[src/rtl/armleocpu_cache_arbiter_pkg.sv]
// Shared definitions for the two-port cache arbiter: cache command encoding,
// FSM state encoding and a small state helper.
package armleocpu_cache_arbiter_pkg;

    localparam int CACHE_CMD_W = 4;

    localparam logic [3:0] CACHE_CMD_NONE      = 4'd0;
    localparam logic [3:0] CACHE_CMD_EXECUTE   = 4'd1;
    localparam logic [3:0] CACHE_CMD_LOAD      = 4'd2;
    localparam logic [3:0] CACHE_CMD_STORE     = 4'd3;
    localparam logic [3:0] CACHE_CMD_FLUSH_ALL = 4'd4;

    typedef enum logic [1:0] {
        ARB_IDLE  = 2'd0,
        ARB_BUSY0 = 2'd1,
        ARB_BUSY1 = 2'd2
    } arb_state_t;

    // BUSY state that owns the port selected by idx.
    function automatic arb_state_t busy_state(input logic idx);
        return idx ? ARB_BUSY1 : ARB_BUSY0;
    endfunction

endpackage

[src/rtl/armleocpu_cache_arbiter_if.sv]
// Cache command port bundle, used both for requester ports and the cache port.
// Handshake: master holds cmd/address/store_* stable from the first non-NONE cycle
// until the cycle where done=1; response/load_data are valid only when done=1;
// done is never raised in reply to a NONE cycle.
interface armleocpu_cache_arbiter_if #(
    parameter int CMD_W = 4
);
    logic [CMD_W-1:0] cmd;
    logic [31:0]      address;
    logic [31:0]      store_data;
    logic [3:0]       store_be;
    logic             done;
    logic [3:0]       response;
    logic [31:0]      load_data;

    modport master (
        output cmd, address, store_data, store_be,
        input  done, response, load_data
    );

    modport slave (
        input  cmd, address, store_data, store_be,
        output done, response, load_data
    );
endinterface

[src/rtl/armleocpu_arbiter_pick2.sv]
// Combinational two-way picker: single requester wins outright; on a tie the
// port other than last_grant wins in round-robin mode, port 1 otherwise.
module armleocpu_arbiter_pick2 (
    input  logic [1:0] req,
    input  logic       last_grant,
    input  logic       rr_en,
    output logic       gnt_valid,
    output logic       gnt_idx
);

    always_comb begin
        gnt_valid = |req;
        gnt_idx   = req[1];
        if (req == 2'b11) begin
            gnt_idx = rr_en ? ~last_grant : 1'b1;
        end
    end

endmodule

[src/rtl/armleocpu_cache_arbiter.sv]
// Shares one cache command port between fetch (port 0) and load/store/debug (port 1).
// Grant is locked per transaction; the grant-cycle command reaches the cache combinationally.
module armleocpu_cache_arbiter
    import armleocpu_cache_arbiter_pkg::*;
#(
    parameter bit PRIORITY_RR = 1'b1,
    parameter int CMD_W       = CACHE_CMD_W
) (
    input  logic                          clk,
    input  logic                          rst_n,
    armleocpu_cache_arbiter_if.slave      r0,
    armleocpu_cache_arbiter_if.slave      r1,
    armleocpu_cache_arbiter_if.master     c,
    output logic                          arb_busy,
    output logic                          arb_error,
    output arb_state_t                    dbg_state
);

    localparam logic [CMD_W-1:0] CMD_NONE = CMD_W'(CACHE_CMD_NONE);

    arb_state_t state, state_nxt;
    logic       last_grant, last_grant_nxt;
    logic [1:0] req;
    logic       gnt_valid, gnt_idx;
    logic       arb_point;
    logic       sel, issue;

    assign req = {r1.cmd != CMD_NONE, r0.cmd != CMD_NONE};

    // IDLE arbitrates every cycle; a BUSY state arbitrates only in its done cycle,
    // which is what gives back-to-back issue without a bubble.
    assign arb_point = (state == ARB_IDLE) || c.done;

    armleocpu_arbiter_pick2 u_pick (
        .req       (req),
        .last_grant(last_grant),
        .rr_en     (PRIORITY_RR),
        .gnt_valid (gnt_valid),
        .gnt_idx   (gnt_idx)
    );

    // State register
    always_ff @(posedge clk) begin
        if (!rst_n) begin
            state      <= ARB_IDLE;
            last_grant <= 1'b1;
            arb_error  <= 1'b0;
        end else begin
            state      <= state_nxt;
            last_grant <= last_grant_nxt;
            if ((state == ARB_IDLE) && c.done) begin
                arb_error <= 1'b1;
            end
        end
    end

    // Next-state logic
    always_comb begin
        state_nxt      = state;
        last_grant_nxt = last_grant;
        if (arb_point) begin
            if (gnt_valid) begin
                state_nxt      = busy_state(gnt_idx);
                last_grant_nxt = gnt_idx;
            end else begin
                state_nxt      = ARB_IDLE;
            end
        end
    end

    // Output logic
    always_comb begin
        sel   = 1'b0;
        issue = 1'b1;
        if (arb_point) begin
            sel   = gnt_idx;
            issue = gnt_valid;
        end else begin
            sel   = (state == ARB_BUSY1);
        end

        c.cmd        = CMD_NONE;
        c.address    = 32'h0;
        c.store_data = 32'h0;
        c.store_be   = 4'h0;
        r0.done      = 1'b0;
        r1.done      = 1'b0;
        if (rst_n) begin
            c.cmd        = issue ? (sel ? r1.cmd : r0.cmd) : CMD_NONE;
            c.address    = sel ? r1.address    : r0.address;
            c.store_data = sel ? r1.store_data : r0.store_data;
            c.store_be   = sel ? r1.store_be   : r0.store_be;
            r0.done      = (state == ARB_BUSY0) && c.done;
            r1.done      = (state == ARB_BUSY1) && c.done;
        end

        // Response payload is broadcast; only done is steered to the owner.
        r0.response  = c.response;
        r0.load_data = c.load_data;
        r1.response  = c.response;
        r1.load_data = c.load_data;

        arb_busy     = rst_n && (state != ARB_IDLE);
    end

    assign dbg_state = state;

endmodule
[src/flat_wrapper.sv]
// flat-port wrapper written by rule: the top's interface ports become plain ports
module armleocpu_cache_arbiter_flat import armleocpu_cache_arbiter_pkg::*;
#(
    parameter bit PRIORITY_RR = 1'b1,
    parameter int CMD_W       = CACHE_CMD_W
)
  (clk, rst_n, arb_busy, arb_error, dbg_state, r0_cmd, r0_address, r0_store_data, r0_store_be, r0_done, r0_response, r0_load_data, r1_cmd, r1_address, r1_store_data, r1_store_be, r1_done, r1_response, r1_load_data, c_cmd, c_address, c_store_data, c_store_be, c_done, c_response, c_load_data);
  armleocpu_cache_arbiter_if #(.CMD_W(CMD_W)) r0_i ();
  armleocpu_cache_arbiter_if #(.CMD_W(CMD_W)) r1_i ();
  armleocpu_cache_arbiter_if #(.CMD_W(CMD_W)) c_i ();
  input  logic clk;
  input  logic rst_n;
  output logic arb_busy;
  output logic arb_error;
  output arb_state_t dbg_state;
  input wire logic [$bits(r0_i.cmd)-1:0] r0_cmd;
  input wire logic [$bits(r0_i.address)-1:0] r0_address;
  input wire logic [$bits(r0_i.store_data)-1:0] r0_store_data;
  input wire logic [$bits(r0_i.store_be)-1:0] r0_store_be;
  output wire logic [$bits(r0_i.done)-1:0] r0_done;
  output wire logic [$bits(r0_i.response)-1:0] r0_response;
  output wire logic [$bits(r0_i.load_data)-1:0] r0_load_data;
  input wire logic [$bits(r1_i.cmd)-1:0] r1_cmd;
  input wire logic [$bits(r1_i.address)-1:0] r1_address;
  input wire logic [$bits(r1_i.store_data)-1:0] r1_store_data;
  input wire logic [$bits(r1_i.store_be)-1:0] r1_store_be;
  output wire logic [$bits(r1_i.done)-1:0] r1_done;
  output wire logic [$bits(r1_i.response)-1:0] r1_response;
  output wire logic [$bits(r1_i.load_data)-1:0] r1_load_data;
  output wire logic [$bits(c_i.cmd)-1:0] c_cmd;
  output wire logic [$bits(c_i.address)-1:0] c_address;
  output wire logic [$bits(c_i.store_data)-1:0] c_store_data;
  output wire logic [$bits(c_i.store_be)-1:0] c_store_be;
  input wire logic [$bits(c_i.done)-1:0] c_done;
  input wire logic [$bits(c_i.response)-1:0] c_response;
  input wire logic [$bits(c_i.load_data)-1:0] c_load_data;
  assign r0_i.cmd = r0_cmd;
  assign r0_i.address = r0_address;
  assign r0_i.store_data = r0_store_data;
  assign r0_i.store_be = r0_store_be;
  assign r0_done = r0_i.done;
  assign r0_response = r0_i.response;
  assign r0_load_data = r0_i.load_data;
  assign r1_i.cmd = r1_cmd;
  assign r1_i.address = r1_address;
  assign r1_i.store_data = r1_store_data;
  assign r1_i.store_be = r1_store_be;
  assign r1_done = r1_i.done;
  assign r1_response = r1_i.response;
  assign r1_load_data = r1_i.load_data;
  assign c_cmd = c_i.cmd;
  assign c_address = c_i.address;
  assign c_store_data = c_i.store_data;
  assign c_store_be = c_i.store_be;
  assign c_i.done = c_done;
  assign c_i.response = c_response;
  assign c_i.load_data = c_load_data;
  armleocpu_cache_arbiter #(.PRIORITY_RR(PRIORITY_RR), .CMD_W(CMD_W)) u_core (.clk(clk), .rst_n(rst_n), .r0(r0_i), .r1(r1_i), .c(c_i), .arb_busy(arb_busy), .arb_error(arb_error), .dbg_state(dbg_state));
endmodule
[config.mk]
export PLATFORM = sky130hd
export DESIGN_NAME = armleocpu_cache_arbiter_flat
export DESIGN_NICKNAME = d
export VERILOG_FILES = /design/src/rtl/armleocpu_cache_arbiter_pkg.sv /design/src/rtl/armleocpu_cache_arbiter_if.sv /design/src/rtl/armleocpu_arbiter_pick2.sv /design/src/rtl/armleocpu_cache_arbiter.sv /design/src/flat_wrapper.sv
export SDC_FILE = /design/constraint.sdc
export NUM_CORES = 1
export LEC_CHECK = 0
export CAP_MARGIN = 20
export CORE_AREA = 2 2 130 132
export CTS_CLUSTER_SIZE = 30
export DETAILED_ROUTE_END_ITERATION = 10
export DIE_AREA = 0 0 132 134
export PLACE_DENSITY_LB_ADDON = 0.08
export SYNTH_ARGS = -nofsm -noshare
export SYNTH_HDL_FRONTEND = slang
export SYNTH_HIERARCHICAL = 1
export SYNTH_SLANG_ARGS = --single-unit
[constraint.sdc]
create_clock -name clk -period 3.8 [get_ports clk]
set_clock_uncertainty 0.1 [all_clocks]
set_input_delay 0.76 -clock clk [delete_from_list [all_inputs] [get_ports clk]]
set_output_delay 0.76 -clock clk [all_outputs]
set_load 0.05 [all_outputs]
==> metrics.txt <==
status=completed; unrepaired setup endpoints after global routing=yes; maximum clock frequency=0.267 GHz; overall routed net length=10.4 mm; num ports=333; Finish-stage setup viols=0; Max Buffers Root-to-Sink=2; Worst Hold Class=register to register; Setup Slack @ Placement=-207 ps; number of antenna violations at the first check in global routing=0; master cell of the clock root buffer=sky130_fd_sc_hd__clkbuf_16; clock buffer count from CTS=3; fin crit period=3750 ps; power density of the placed cells=268 mW/mm²; number of remaining DRC errors=0; number of warnings printed during yosys synthesis=6; syn_nets=531; Detailed Routing Iterations Pass 1=4; initial drt markers=57; via count of the first global-routing pass=2746; total via count in the routed design=2811; share of layout cells above drive strength 1=0.345; starting density of the core=0.139; number of endpoints with negative hold slack in the final report=0; routed via count divided by cell count=3.87; Synth cell types=30; Worst Path Class, Setup=input pin to primary output; TritonCTS clock tree=yes; total number of placement rows=47; mean post-synth cell area=6.49 µm²; commonest cells after routing, fill and taps aside=145 x sky130_fd_sc_hd__clkdlybuf4s50_1, 137 x sky130_fd_sc_hd__nand2_1, 80 x sky130_fd_sc_hd__buf_12; Worst Path Arrival=2890 ps; final setup margin=48.6 ps; number of nets with antenna violations after routing=0; number of filler instances in the final layout=1681; number of nets in the finished design=692; area growth from synthesis to final layout=156%; cells after synthesis=348; Worst Setup SP=r0_cmd[2]; Power Total=1.55 mW; area of the die=0.0177 mm²; category of the worst setup path launch point=input pin; Worst Setup End Kind=primary output; R2R setup slack=2440 ps; part of the Yosys area used for sequential elements=0.0355; CTS clk-pin slew, worst paths=30 ps; die span in x=132 µm; Max H-tree Level=1; start point of the worst hold path=u_core/arb_error; launch point of the worst reg-to-reg path=u_core/last_grant; HPWL reported at the end of detailed placement=8.21 mm; Critical Path Fanout Max=7; maximum ir drop on the vdd rail=0.000138 V; post-synthesis instance area=0.00226 mm²; core footprint=0.0163 mm²; first-pass GRT wire length=15.5 mm; flip-flop and latch count after synthesis=4; Relative slew margins=0.661; Chip Height=134 µm; commonest non-fill, non-tap cell in the layout=sky130_fd_sc_hd__clkdlybuf4s50_1; total global-route track usage=0.108; leakage power summed over all cells=2.30 nW; number of cell instances on the worst register-to-register path=5; last weighted congestion value of the routability-driven placer=0.731; TritonCTS sink count=4; clock latency on the worst-skew pair=220 ps; number of input and output port buffers inserted=224; number of antenna diodes=0; number of pins with negative max-slew slack in the final report=0; maximum number of pins on one net before global-route repair=49; ratio of final minimum period to clock period=0.987; total congestion overflow=0; critical path required time=2940 ps; transition time of the tightest slew-check pin=507 ps; Maximum Capacitance Violations=0; average wire per standard cell=14.2 µm; cell count of the worst hold path=2
-- registers in the layout, summed over array words and instances (netlist names) --
signal             cells
u_core/arb_error       1
u_core/dbg_state       2
u_core/last_grant      1
-- per-layer routing --
| metal | track usage | vias to the layer above | part of all wire |
|---|---|---|---|
| li1 | - | 1387 | - |
| met1 | 0.125 | 1279 | 0.39 |
| met2 | 0.207 | 127 | 0.53 |
| met3 | 0.0253 | 18 | 0.069 |
| met4 | 0.0163 | 0 | 0.0092 |
| met5 | 0 | - | 0 |
-- cell type report --
class                   count  area, µm²  area share
clock buffers               3       75.1      0.0130
inverters                   3       11.3     0.00195
repair buffers            253       3370       0.582
well taps                 220        275      0.0476
multi-input cells         244       1980       0.342
flip-flops and latches      4       80.1      0.0138
-- cell usage after synthesis (all sizes together) --
cell type	n	share of area
inv	3	0.0050
nor2b	3	0.0083
mux2i	68	0.30
dfxtp	4	0.035
nand2	137	0.23
o21ba	1	0.0044
nor2	1	0.0017
a31oi	5	0.014
nand3b	4	0.013
nand3	5	0.011
or4	2	0.0066
clkbuf	15	0.025
nor3b	2	0.0066
a21oi	1	0.0022
and2	1	0.0028
a21boi	2	0.0083
o21ai	2	0.0044
buf	82	0.29
o311ai	1	0.0039
nand2b	2	0.010
conb	1	0.0017
or2	1	0.0028
o31ai	1	0.0033
o211ai	4	0.013
-- through the flow --
step / instances / setup TNS, ps / hold WS (ps) / utilization / cell area [µm²]
finish: 727 / 0 / 399 / 0.355 / 5780
global route: 727 / -146 / 439 / 0.355 / 5780
CTS: 727 / 0 / 401 / 0.349 / 5690
detailed placement: 715 / -10180 / 393 / 0.326 / 5310
global placement: 715 / -9710 / 379 / 0.326 / 5310
floorplan: 348 / -8550 / 375 / - / 2530
-- worst max-delay path, stage by stage --
cell and delay, ps:
sky130_fd_sc_hd__dlygate4sd2_1 260, sky130_fd_sc_hd__or4_4 560, sky130_fd_sc_hd__a31oi_4 170, sky130_fd_sc_hd__inv_2 70, sky130_fd_sc_hd__a21boi_4 170, sky130_fd_sc_hd__buf_6 160
sky130_fd_sc_hd__buf_12 140, sky130_fd_sc_hd__buf_12 140, sky130_fd_sc_hd__mux2i_1 290, sky130_fd_sc_hd__buf_12 180
-- report_power, final --
group          total (mW)  switching [mW]  internal (mW)
registers          0.0542         0.00736         0.0468
clock network       0.163          0.0289          0.134
logic                1.34           0.625          0.710
-- kinds of logic after synthesis --
family	share of synthesized area
muxes	0.302
buffers and inverters	0.317
AOI/OAI and AO/OA	0.0538
and+or+nand+nor	0.291
DFF	0.0355
other	0.00166
-- path summary, 6_finish.rpt --
kind,endpoint
worst max register to register,u_core/last_grant
worst min-delay path,u_core/arb_error
worst max-delay path,c_store_data[7]
worst min register to register,u_core/arb_error
-- what timing repair did --
item,4_1_cts,5_1_grt
endpoints found under the setup margin,68,23
gates cloned,4,0
setup buffers,5,0
gates resized for setup,36,20
hold buffers,0,0
pin swaps,1,1
(Power assumes the default switching activity.)
